`config.mk`:
```
export PLATFORM = sky130hd
export DESIGN_NAME = argon_alu_mdu
export DESIGN_NICKNAME = d
export VERILOG_FILES = /design/src/rtl/alu_pkg.sv /design/src/rtl/argon_alu_iter.sv /design/src/rtl/argon_alu_mdu.sv
export SDC_FILE = /design/constraint.sdc
export NUM_CORES = 1
export LEC_CHECK = 0
export BUFFER_PORTS_ARGS = -buffer_cell sky130_fd_sc_hd__buf_2
export CORE_MARGIN = 3
export CORE_UTILIZATION = 55
export CTS_BUF_LIST = sky130_fd_sc_hd__clkbuf_8
export CTS_CLUSTER_DIAMETER = 80
export DETAILED_ROUTE_END_ITERATION = 7
export PLACE_DENSITY = 0.72
export SYNTH_ARGS = -nofsm -noshare
export SYNTH_HDL_FRONTEND = slang
export SYNTH_SLANG_ARGS = --single-unit
```
`constraint.sdc`:
```
create_clock -name i_Clk -period 10.1 [get_ports i_Clk]
set_input_delay 2.02 -clock i_Clk [delete_from_list [all_inputs] [get_ports i_Clk]]
set_output_delay 2.02 -clock i_Clk [all_outputs]
set_load 0.01 [all_outputs]
```
`src/rtl/alu_pkg.sv`:
```
// Shared types for the Argon ALU/MDU: op and bus-command encodings, flag layout,
// and the iterative engine's state encoding.
package alu_pkg;

    typedef enum logic [3:0] {
        OP_ADD  = 4'h0,
        OP_ADC  = 4'h1,
        OP_SBC  = 4'h2,
        OP_INC  = 4'h3,
        OP_DEC  = 4'h4,
        OP_NAND = 4'h5,
        OP_AND  = 4'h6,
        OP_OR   = 4'h7,
        OP_NOR  = 4'h8,
        OP_XOR  = 4'h9,
        OP_LSH  = 4'hA,
        OP_RSH  = 4'hB,
        OP_MUL  = 4'hC,
        OP_DIV  = 4'hD
    } alu_op_t;

    typedef enum logic [3:0] {
        CMD_NOP      = 4'h0,
        CMD_LATCH_A  = 4'h1,
        CMD_LATCH_B  = 4'h2,
        CMD_LATCH_F  = 4'h3,
        CMD_LATCH_OP = 4'h4,
        CMD_OUT_Y    = 4'h5,
        CMD_OUT_F    = 4'h6,
        CMD_OUT_H    = 4'h7,
        CMD_SAVE_F   = 4'h8
    } alu_cmd_t;

    localparam int F_CARRY   = 0;
    localparam int F_ZERO    = 1;
    localparam int F_EQUAL   = 2;
    localparam int F_GREATER = 3;
    localparam int F_LESS    = 4;
    localparam int F_BORROW  = 5;
    localparam int F_DIVZ    = 6;
    localparam int FLAG_BITS = 7;

    // Declared MSB first so that carry lands on bit 0 of the packed word.
    typedef struct packed {
        logic divz;
        logic borrow;
        logic less;
        logic greater;
        logic equal;
        logic zero;
        logic carry;
    } alu_flags_t;

    typedef enum logic {
        ITER_IDLE = 1'b0,
        ITER_RUN  = 1'b1
    } iter_state_t;

endpackage

```
`src/rtl/argon_alu_iter.sv`:
```
// One-bit-per-cycle shift-add multiplier and restoring divider sharing a hi/lo pair.
// The divider exists only when ARGON_ALU_DIV_EN is defined.
module argon_alu_iter
    import alu_pkg::*;
#(
    parameter int WIDTH = 16
) (
    input  logic             clk_i,
    input  logic             rst_ni,
    input  logic             start_i,
    input  logic [3:0]       op_i,
    input  logic [WIDTH-1:0] a_i,
    input  logic [WIDTH-1:0] b_i,
    output logic             busy_o,
    output logic             done_o,
    output logic [WIDTH-1:0] lo_o,
    output logic [WIDTH-1:0] hi_o,
    output iter_state_t      state_o
);
    localparam int CW = $clog2(WIDTH);

    iter_state_t      state_q, state_d;
    logic [CW-1:0]    cnt_q, cnt_d;
    logic [WIDTH-1:0] hi_q, hi_d, lo_q, lo_d, b_q, b_d;
    logic [WIDTH:0]   mul_sum;
    logic [WIDTH-1:0] nxt_hi, nxt_lo;
`ifdef ARGON_ALU_DIV_EN
    logic             div_q, div_d;
    logic [WIDTH:0]   div_rem;
    logic [WIDTH-1:0] div_diff;
    logic             div_ge;
`else
    logic             unused_op;
    assign unused_op = ^op_i;
`endif

    // lo holds the multiplier (MUL) or the dividend being shifted out (DIV).
    always_comb begin
        mul_sum = {1'b0, hi_q} + (lo_q[0] ? {1'b0, b_q} : '0);
        nxt_hi  = mul_sum[WIDTH:1];
        nxt_lo  = {mul_sum[0], lo_q[WIDTH-1:1]};
`ifdef ARGON_ALU_DIV_EN
        div_rem  = {hi_q, lo_q[WIDTH-1]};
        div_ge   = (div_rem >= {1'b0, b_q});
        // The difference is always below the divisor, so the low WIDTH bits suffice.
        div_diff = div_rem[WIDTH-1:0] - b_q;
        if (div_q) begin
            nxt_hi = div_ge ? div_diff : div_rem[WIDTH-1:0];
            nxt_lo = {lo_q[WIDTH-2:0], div_ge};
        end
`endif
    end

    always_comb begin
        state_d = state_q;
        cnt_d   = cnt_q;
        hi_d    = hi_q;
        lo_d    = lo_q;
        b_d     = b_q;
        done_o  = 1'b0;
`ifdef ARGON_ALU_DIV_EN
        div_d   = div_q;
`endif
        case (state_q)
            ITER_IDLE: begin
                if (start_i) begin
                    state_d = ITER_RUN;
                    cnt_d   = '0;
                    hi_d    = '0;
                    lo_d    = a_i;
                    b_d     = b_i;
`ifdef ARGON_ALU_DIV_EN
                    div_d   = (op_i == OP_DIV);
`endif
                end
            end
            ITER_RUN: begin
                hi_d  = nxt_hi;
                lo_d  = nxt_lo;
                cnt_d = cnt_q + CW'(1);
                if (cnt_q == CW'(WIDTH - 1)) begin
                    done_o  = 1'b1;
                    state_d = ITER_IDLE;
                    cnt_d   = '0;
                end
            end
            default: state_d = ITER_IDLE;
        endcase
    end

    always_ff @(posedge clk_i or negedge rst_ni) begin
        if (!rst_ni) begin
            state_q <= ITER_IDLE;
            cnt_q   <= '0;
            hi_q    <= '0;
            lo_q    <= '0;
            b_q     <= '0;
`ifdef ARGON_ALU_DIV_EN
            div_q   <= 1'b0;
`endif
        end else begin
            state_q <= state_d;
            cnt_q   <= cnt_d;
            hi_q    <= hi_d;
            lo_q    <= lo_d;
            b_q     <= b_d;
`ifdef ARGON_ALU_DIV_EN
            div_q   <= div_d;
`endif
        end
    end

    assign busy_o  = (state_q == ITER_RUN);
    assign lo_o    = nxt_lo;
    assign hi_o    = nxt_hi;
    assign state_o = state_q;

endmodule

```
`src/rtl/argon_alu_mdu.sv`:
```
// Argon ALU with iterative MUL/DIV on the command bus: register file, decode,
// single-cycle datapath and read mux. Define ARGON_ALU_DIV_EN to include the divider.
module argon_alu_mdu
    import alu_pkg::*;
#(
    parameter  int WIDTH = 16,
    localparam int SHW   = $clog2(WIDTH)
) (
    input  logic             i_Clk,
    input  logic             i_Reset_n,
    input  logic [3:0]       i_command,
    input  logic             i_valid,
    input  logic [WIDTH-1:0] i_data,
    output logic [WIDTH-1:0] o_data,
    output logic             o_valid,
    output logic             o_ready
);
`ifdef ARGON_ALU_DIV_EN
    localparam bit DIV_ON = 1'b1;
`else
    localparam bit DIV_ON = 1'b0;
`endif
    localparam int FW = (WIDTH < FLAG_BITS) ? WIDTH : FLAG_BITS;

    logic [WIDTH-1:0] a_q, a_d, b_q, b_d, y_q, y_d, h_q, h_d;
    logic [3:0]       op_q, op_d;
    // Only the carry of the saved flag word ever reaches the datapath.
    logic             carry_q, carry_d;
    logic             divz_q, divz_d;

    logic             iter_start, iter_busy, iter_done;
    logic [WIDTH-1:0] iter_lo, iter_hi;
    iter_state_t      iter_state;

    logic             accept, idle, is_mul, is_div;
    logic [WIDTH:0]   ea, eb, res;
    logic [WIDTH-1:0] y_live, flag_word;
    alu_flags_t       lf;

    always_comb begin
        ea  = {1'b0, a_q};
        eb  = {1'b0, b_q};
        res = '0;
        case (op_q)
            OP_ADD:  res = ea + eb;
            OP_ADC:  res = ea + eb + {{WIDTH{1'b0}}, carry_q};
            OP_SBC:  res = ea - eb - {{WIDTH{1'b0}}, carry_q};
            OP_INC:  res = ea + {{WIDTH{1'b0}}, 1'b1};
            OP_DEC:  res = ea - {{WIDTH{1'b0}}, 1'b1};
            OP_NAND: res = {1'b0, ~(a_q & b_q)};
            OP_AND:  res = {1'b0, a_q & b_q};
            OP_OR:   res = {1'b0, a_q | b_q};
            OP_NOR:  res = {1'b0, ~(a_q | b_q)};
            OP_XOR:  res = {1'b0, a_q ^ b_q};
            OP_LSH:  res = ea << b_q[SHW-1:0];
            OP_RSH:  res = ea >> b_q[SHW-1:0];
            default: res = '0;
        endcase
    end

    always_comb begin
        is_mul     = (op_q == OP_MUL);
        is_div     = DIV_ON && (op_q == OP_DIV);
        lf         = '0;
        lf.equal   = (a_q == b_q);
        lf.greater = (a_q > b_q);
        lf.less    = (a_q < b_q);
        y_live     = '0;
        if (op_q <= OP_RSH) begin
            y_live    = res[WIDTH-1:0];
            lf.carry  = res[WIDTH];
            lf.borrow = res[WIDTH] && ((op_q == OP_SBC) || (op_q == OP_DEC));
        end else if (is_mul) begin
            y_live   = y_q;
            lf.carry = |h_q;
        end else if (is_div) begin
            y_live  = y_q;
            lf.divz = divz_q;
        end
        lf.zero              = (y_live == '0);
        flag_word            = '0;
        flag_word[FW-1:0]    = lf[FW-1:0];
    end

    assign o_ready    = ~iter_busy;
    assign idle       = (iter_state == ITER_IDLE);
    assign accept     = i_valid && o_ready;
    assign iter_start = accept && (i_command == CMD_LATCH_OP) &&
                        ((i_data[3:0] == OP_MUL) || (DIV_ON && (i_data[3:0] == OP_DIV)));

    always_comb begin
        a_d     = a_q;
        b_d     = b_q;
        op_d    = op_q;
        carry_d = carry_q;
        y_d     = y_q;
        h_d     = h_q;
        divz_d  = divz_q;
        if (accept) begin
            case (i_command)
                CMD_LATCH_A:  a_d     = i_data;
                CMD_LATCH_B:  b_d     = i_data;
                CMD_LATCH_F:  carry_d = i_data[F_CARRY];
                CMD_LATCH_OP: op_d    = i_data[3:0];
                CMD_SAVE_F:   carry_d = flag_word[F_CARRY];
                default:      ;
            endcase
        end
        if (iter_start) begin
            divz_d = (i_data[3:0] == OP_DIV) && (b_q == '0);
        end
        if (iter_done) begin
            y_d = iter_lo;
            h_d = iter_hi;
        end
    end

    always_ff @(posedge i_Clk or negedge i_Reset_n) begin
        if (!i_Reset_n) begin
            a_q     <= '0;
            b_q     <= '0;
            op_q    <= '0;
            carry_q <= 1'b0;
            y_q     <= '0;
            h_q     <= '0;
            divz_q  <= 1'b0;
        end else begin
            a_q     <= a_d;
            b_q     <= b_d;
            op_q    <= op_d;
            carry_q <= carry_d;
            y_q     <= y_d;
            h_q     <= h_d;
            divz_q  <= divz_d;
        end
    end

    // Reads are answered combinationally and suppressed while the engine runs.
    always_comb begin
        o_data  = '0;
        o_valid = 1'b0;
        if (idle) begin
            case (i_command)
                CMD_OUT_Y: begin o_data = y_live;    o_valid = 1'b1; end
                CMD_OUT_F: begin o_data = flag_word; o_valid = 1'b1; end
                CMD_OUT_H: begin o_data = h_q;       o_valid = 1'b1; end
                default:   ;
            endcase
        end
    end

    argon_alu_iter #(.WIDTH(WIDTH)) u_iter (
        .clk_i   (i_Clk),
        .rst_ni  (i_Reset_n),
        .start_i (iter_start),
        .op_i    (i_data[3:0]),
        .a_i     (a_q),
        .b_i     (b_q),
        .busy_o  (iter_busy),
        .done_o  (iter_done),
        .lo_o    (iter_lo),
        .hi_o    (iter_hi),
        .state_o (iter_state)
    );

endmodule

```
# [Yosys cells after proc, flatten, opt, wreduce, memory -nomap -nowiden]
# Index checks and enable logic that the tools add are counted.
[classes] addsub=8 n_lt_le_gt_ge=3 n_eq_ne=24 n_shift=2 muxes=24 bitwise=6 reduce_logical=15
[ops] operator="case mux 17 bit (12 select lines)" count=1
[ops] operator="2-to-1 mux 16 bit" count=6
[ops] operator="case mux 16 bit (2 select lines)" count=2
[ops] operator="case mux 16 bit (3 select lines)" count=1
[ops] operator="== test 4 x 3 -> 1 bit, second input constant" count=8
[ops] operator="== test 4 bit, second input constant" count=8
[ops] operator="NOT 16 bit" count=2
[ops] operator="adder 16 x 1 -> 17 bit, second input constant" count=1
[ops] operator="adder 16 x 16 -> 17 bit" count=1
[ops] operator="adder 16 x 17 -> 17 bit" count=1
[ops] operator="adder 17 x 1 -> 17 bit" count=1
[ops] operator="left shift 16 x 4 -> 17 bit" count=1
[ops] operator=">> shifter 16 x 4 -> 17 bit" count=1
[ops] operator="subtractor 16 x 1 -> 17 bit, second input constant" count=1
[ops] operator="subtractor 16 x 16 -> 17 bit" count=1
[ops] operator="subtractor 17 x 1 -> 17 bit" count=1
[ops] operator="bitwise AND 16 bit" count=1
[ops] operator="== test 16 bit" count=1
[ops] operator="== test 4 x 2 -> 1 bit, second input constant" count=4
[ops] operator="> comparator 16 bit" count=1
[ops] operator="zero test 16 bit" count=1
[ops] operator="< comparator 16 bit" count=1
[ops] operator="OR 16 bit" count=1
[ops] operator="OR reduction 16 bit" count=1
[ops] operator="16 further kinds" count=34
[totals] reg_bits=122 input_bits=23 output_inout_bits=18

# [Depth between registers and ports, before layout]
[depth] word_depth=7 depth_mapped=16 mapped_depth_nobuf=14

# [Cells and area by module]
# Synthesis repeated with hierarchy kept, for this count alone.
[hier_totals] cells_unflattened=1465 area_unflattened_um2=12947.4
[by_module_without_submodules] module="argon_alu_mdu" n_inst=1 cells_each=1111 area_each_um2=9554.2 seq_area_each_um2=1726.7
[by_module_without_submodules] module="argon_alu_iter" n_inst=1 cells_each=354 area_each_um2=3393.3 seq_area_each_um2=1326.3

# [Worst setup path before layout]
# OpenSTA, ideal clock, no wires.
[synth_path] kind="reg2out" startpoint="reg op_q[1]" endpoint="out o_data[1]" t_arrival_ns=5.371 setup_slack_ns=2.709 path_stages_with_launch=14 n_path_buf=1 path_cell_list="dfrtp_1 > buf_2 > nor4b_1 > ha_1 > a211oi_1 > o21bai_1 > a21boi_1 > o21bai_1 > xor2_1 > a211o_1 > a211o_1 > or4_1 > or4_1 > o41ai_2"
[synth_between] elab_chain_cells=6
[synth_lines] element="from (decl)" line="argon_alu_mdu.sv:26" source="logic [3:0] op_q, op_d;"
[synth_lines] element="from (signal assigned)" line="argon_alu_mdu.sv:130" source="op_q <= op_d;"
[synth_lines] element="== test 4 bit, or another cell as far along" line="argon_alu_mdu.sv:44" source="case (op_q)"
[synth_lines] element="case mux 17 bit (12 select lines) / 2-to-1 mux 16 bit (equally long branches)" line="argon_alu_mdu.sv:44, argon_alu_mdu.sv:73"
[synth_lines] element="2-to-1 mux 16 bit *" line="argon_alu_mdu.sv:69" source="if (op_q <= OP_RSH) begin"
[synth_lines] element="zero test 16 bit" line="argon_alu_mdu.sv:80" source="lf.zero = (y_live == '0);"
[synth_lines] element="case mux 16 bit (3 select lines) *" line="argon_alu_mdu.sv:143" source="case (i_command)"
[synth_lines] element="2-to-1 mux 16 bit *" line="argon_alu_mdu.sv:142" source="if (idle) begin"
[synth_lines] element="to (decl)" line="argon_alu_mdu.sv:14" source="output logic [WIDTH-1:0] o_data,"
# Every way passes the cells marked *; elsewhere a longest branch is shown, timed or not.

# [Worst setup path in the final report]
[layout_path] startpoint="reg op_q[3]" endpoint="out o_data[1]"
# Same word-level chain as after synthesis.

==> tab_implementation.tex <==
\begin{tabular}{lr}
\hline
Metric & Value \\
\hline
\multicolumn{2}{l}{\textbf{Layout}} \\
\quad Most common cell after layout, fill and taps aside & nand2\_1 \\
\quad Area used by multi-input combinational logic & 0.00857 mm2 \\
\quad Non-filler cells, final & 1703 \\
\quad Final cell utilization of the core & 0.594 \\
\quad Total non-filler cell area in the finished layout & 0.0130 mm2 \\
\quad Fin nets & 1550 \\
\quad Area Growth Syn to Fin & 5.96\% \\
\quad Proportion of layout cells with a drive suffix above 1 & 0.156 \\
\quad Combined flip-flop and latch cell area & 0.00305 mm2 \\
\quad Highest-count cells in the layout ignoring fill and taps & nand2\_1 (144), dfrtp\_1 (121), ha\_1 (112), nor2\_1 (89), o21ai\_0 (77) \\
\quad Diodes inserted & 0 \\
\quad Number of filler cells placed in the layout & 2000 \\
\multicolumn{2}{l}{\textbf{Clocking}} \\
\quad Post-cts repair resize count & 0 \\
\quad Clock tree from TritonCTS & done \\
\quad Clock slew at the register clock pins of the worst setup and hold paths & 90 ps \\
\quad Inserted Clock Buffers & 17 \\
\quad Number of buffers inserted for hold repair after clock tree synthesis & 0 \\
\quad Post-CTS setup buffer count & 0 \\
\quad H-tree Lvls & 4 \\
\quad Clk root buf & clkbuf\_8 \\
\quad Maximum number of buffers from clock root to sink & 2 \\
\quad Sinks on the clock net & 122 \\
\quad Clock latency on the worst-skew pair & 480 ps \\
\multicolumn{2}{l}{\textbf{Flow run}} \\
\quad Maxcap violations & 0 \\
\multicolumn{2}{l}{\textbf{Run status}} \\
\quad Result of the run & finished clean \\
\multicolumn{2}{l}{\textbf{Routing}} \\
\quad Length of the first detailed-routing pass in iterations & 6 \\
\quad Drt first-iter violations & 1547 \\
\quad Post-detailed-routing wire length & 45900 um \\
\quad Post-route ant nets & 0 \\
\quad Per-cell routed wire length & 27.0 um \\
\quad Vias after detailed routing & 11700 \\
\quad Number of DRC violations after detailed routing & 0 \\
\quad Routed vias/inst & 6.89 \\
\multicolumn{2}{l}{\textbf{Logic synthesis}} \\
\quad Distinct cell type count after synthesis & 92 \\
\quad Average instance area after synthesis & 8.67 um2 \\
\quad Number of flops mapped to enable cells by yosys & 0 \\
\quad Post-synthesis instance total & 1416 \\
\quad Synth Warn \# & 0 \\
\quad Post-synthesis sequential element count & 122 \\
\quad Net count after synthesis & 1556 \\
\quad Area share of the leading cell type in the synthesized netlist & 0.249 \\
\quad Post-synth ARST share & 1.00 \\
\quad Seq/Total Area, Yosys & 0.249 \\
\quad Most area-consuming cells after synthesis & dfrtp\_1 (25\%), ha\_1 (11\%), mux2\_2 (6.9\%) \\
\quad Post-Syn Area & 0.0123 mm2 \\
\quad Cell type with the largest total area after synthesis & dfrtp\_1 \\
\quad Top FF cell, synth & dfrtp\_1 \\
\multicolumn{2}{l}{\textbf{Worst setup path}} \\
\quad Kind of critical path & reg -> out \\
\quad Cell family with the largest share of critical-path delay & compound AO/OA/AOI/OAI gates \\
\quad Endpoint class of the critical path & output pin \\
\quad Most numerous cell on the critical path & or4\_1 \\
\quad Slowest-stage cell, CP & dfrtp\_1 \\
\quad Crit start category & flop \\
\quad Critical Path AT & 5660 ps \\
\quad Bufs and invs on worst path & 2 \\
\quad Series of cell instances along the critical path & nor4b\_2 > buf\_4 > ha\_1 > a211oi\_1 > o21bai\_1 > a21boi\_1 > o31ai\_1 > xor2\_1 > a221oi\_1 > o21ai\_0 > or4\_1 > or4\_1 > o41ai\_2 > buf\_2 \\
\quad Crit path required time & 8080 ps \\
\quad Maximum fanout encountered on the critical timing path & 28 \\
\quad Maximum cell stage delay along the critical path & 770 ps \\
\multicolumn{2}{l}{\textbf{Power and ir drop}} \\
\quad Leakage power total & 5.75 nW \\
\quad Maximum vdd ir drop & 0.000161 V \\
\quad PnR Total Power & 3.15 mW \\
\quad Power density over cell area & 242 mW/mm2 \\
\multicolumn{2}{l}{\textbf{Place}} \\
\quad Port-buffer cells & 40 \\
\quad Cells after DPL & 1671 \\
\quad Half-perimeter wire length of the detailed placement result & 34600 um \\
\quad Placed instance area & 0.0126 mm2 \\
\quad Routability congestion estimate & 1.11 \\
\quad Pre-CTS worst setup slack & 3030 ps \\
\multicolumn{2}{l}{\textbf{Timing}} \\
\quad Timing-limited maximum frequency & 130 MHz \\
\quad Setup TNS after final layout & 0 ps \\
\quad Max-slew violation count & 0 \\
\quad Hold Worst Slack & 481 ps \\
\quad Final hold viol count & 0 \\
\quad Final count of negative-setup-slack endpoints & 0 \\
\quad Slew at the pin with the worst max-slew slack & 1020 ps \\
\quad Share of the cycle needed by the critical path after routing & 0.760 \\
\quad Max-Slew Margin vs Limit & 0.319 \\
\quad Final critical path time including I/O delays and setup & 7680 ps \\
\quad Setup repair after global routing missed its margin & no \\
\quad Clk\_skew & 29.5 ps \\
\quad Worst Slack Setup Final & 2420 ps \\
\multicolumn{2}{l}{\textbf{GRT}} \\
\quad Number of global-route vias before repair & 11300 \\
\quad GR Overflow Total & 0 \\
\quad Wire length of the first global-routing pass & 69000 um \\
\quad Antenna violations before repair & 0 \\
\quad Overall routing resource usage & 0.375 \\
\quad Pin count of the biggest net entering global routing & 64 \\
\multicolumn{2}{l}{\textbf{Floorplan}} \\
\quad Overall die height & 155 um \\
\quad Horizontal die dimension & 155 um \\
\quad Initial core utilization & 0.561 \\
\quad Area enclosed by the die boundary & 0.0242 mm2 \\
\quad Floorplan row count & 54 \\
\quad Core Box Area & 0.0219 mm2 \\
\quad Number of top-level design ports & 41 \\
\multicolumn{2}{l}{\textbf{Min path}} \\
\quad Worst hold-check path type & reg -> reg \\
\hline
\end{tabular}
[path summary, 6_finish.rpt]
| path | slack [ps] | depth (start not counted) | endpoint | start |
|---|---|---|---|---|
| setup / recovery | 2420 | 14 | o_data[1] | op_q[3] |
| hold / removal | 480 | 2 | u_iter.b_q[15] | u_iter.b_q[15] |
| setup reg to reg | 5070 | 12 | carry_q | b_q[2] |
| hold reg to reg | 480 | 2 | u_iter.b_q[15] | u_iter.b_q[15] |
| max in group asynchronous | 7090 | 2 | b_q[1] | i_Reset_n |
| min in group asynchronous | 1640 | 1 | u_iter.b_q[6] | i_Reset_n |
[sequential cells by signal (all words and copies together) (netlist names)]
register / cells
u_iter.cnt_q: 4
op_q: 4
b_q: 16
y_q: 16
u_iter.lo_q: 16
u_iter.busy_o: 1
u_iter.hi_q: 16
h_q: 16
u_iter.b_q: 16
a_q: 16
carry_q: 1
[final cells by class]
class / count / share of cell area
flip-flops and latches: 122 / 0.235
inverters: 78 / 0.0225
clock buffers: 18 / 0.0190
multi-input cells: 1130 / 0.658
clock inverters: 14 / 0.0106
repair buffers: 61 / 0.0277
well taps: 280 / 0.0269
[synth_stat cells, types with 12 or more instances]
library cell  count
nand3_1          23
and2_1           24
a21o_1           18
inv_1            76
xnor2_1          32
a211o_1          12
nand2_1         144
o21a_1           13
nor3_1           29
nor4_1           16
o21ai_0          77
a21oi_1          62
buf_2            23
a22oi_1          36
xor2_1           24
nand2b_1         15
a31oi_1          14
a211oi_1         21
dfrtp_1         122
o211ai_1         22
mux4_2           17
o21bai_1         17
nor2_1           89
mux2i_1          27
mux2_2           75
ha_1            112
nor2b_1          15
clkbuf_1         49
[per-layer routing]
metal | global-route usage | part of all wire
met1 | 0.519 | 0.42
met3 | 0.0951 | 0.10
met5 | 0 | 0
met4 | 0.155 | 0.048
met2 | 0.562 | 0.43
[worst min-delay path, cell delays in order (launching register included)]
cell	delay (ps)
dfrtp_1	340
nand2_1	50
o21ai_0	60
[power by group]
part	leakage (nW)	switching (mW)	internal, mW
Clock	0.191	0.260	0.208
Combinational	4.01	1.26	0.725
Sequential	1.54	0.128	0.566
[cells by family after synthesis]
kind of cell,synth area share
AOI/OAI and AO/OA,0.230
and+or+nand+nor,0.173
xor gates and xnor gates,0.0400
DFF,0.249
adders and majority gates,0.122
buffers and inverters,0.0563
muxes,0.130
(Power assumes the default switching activity.)
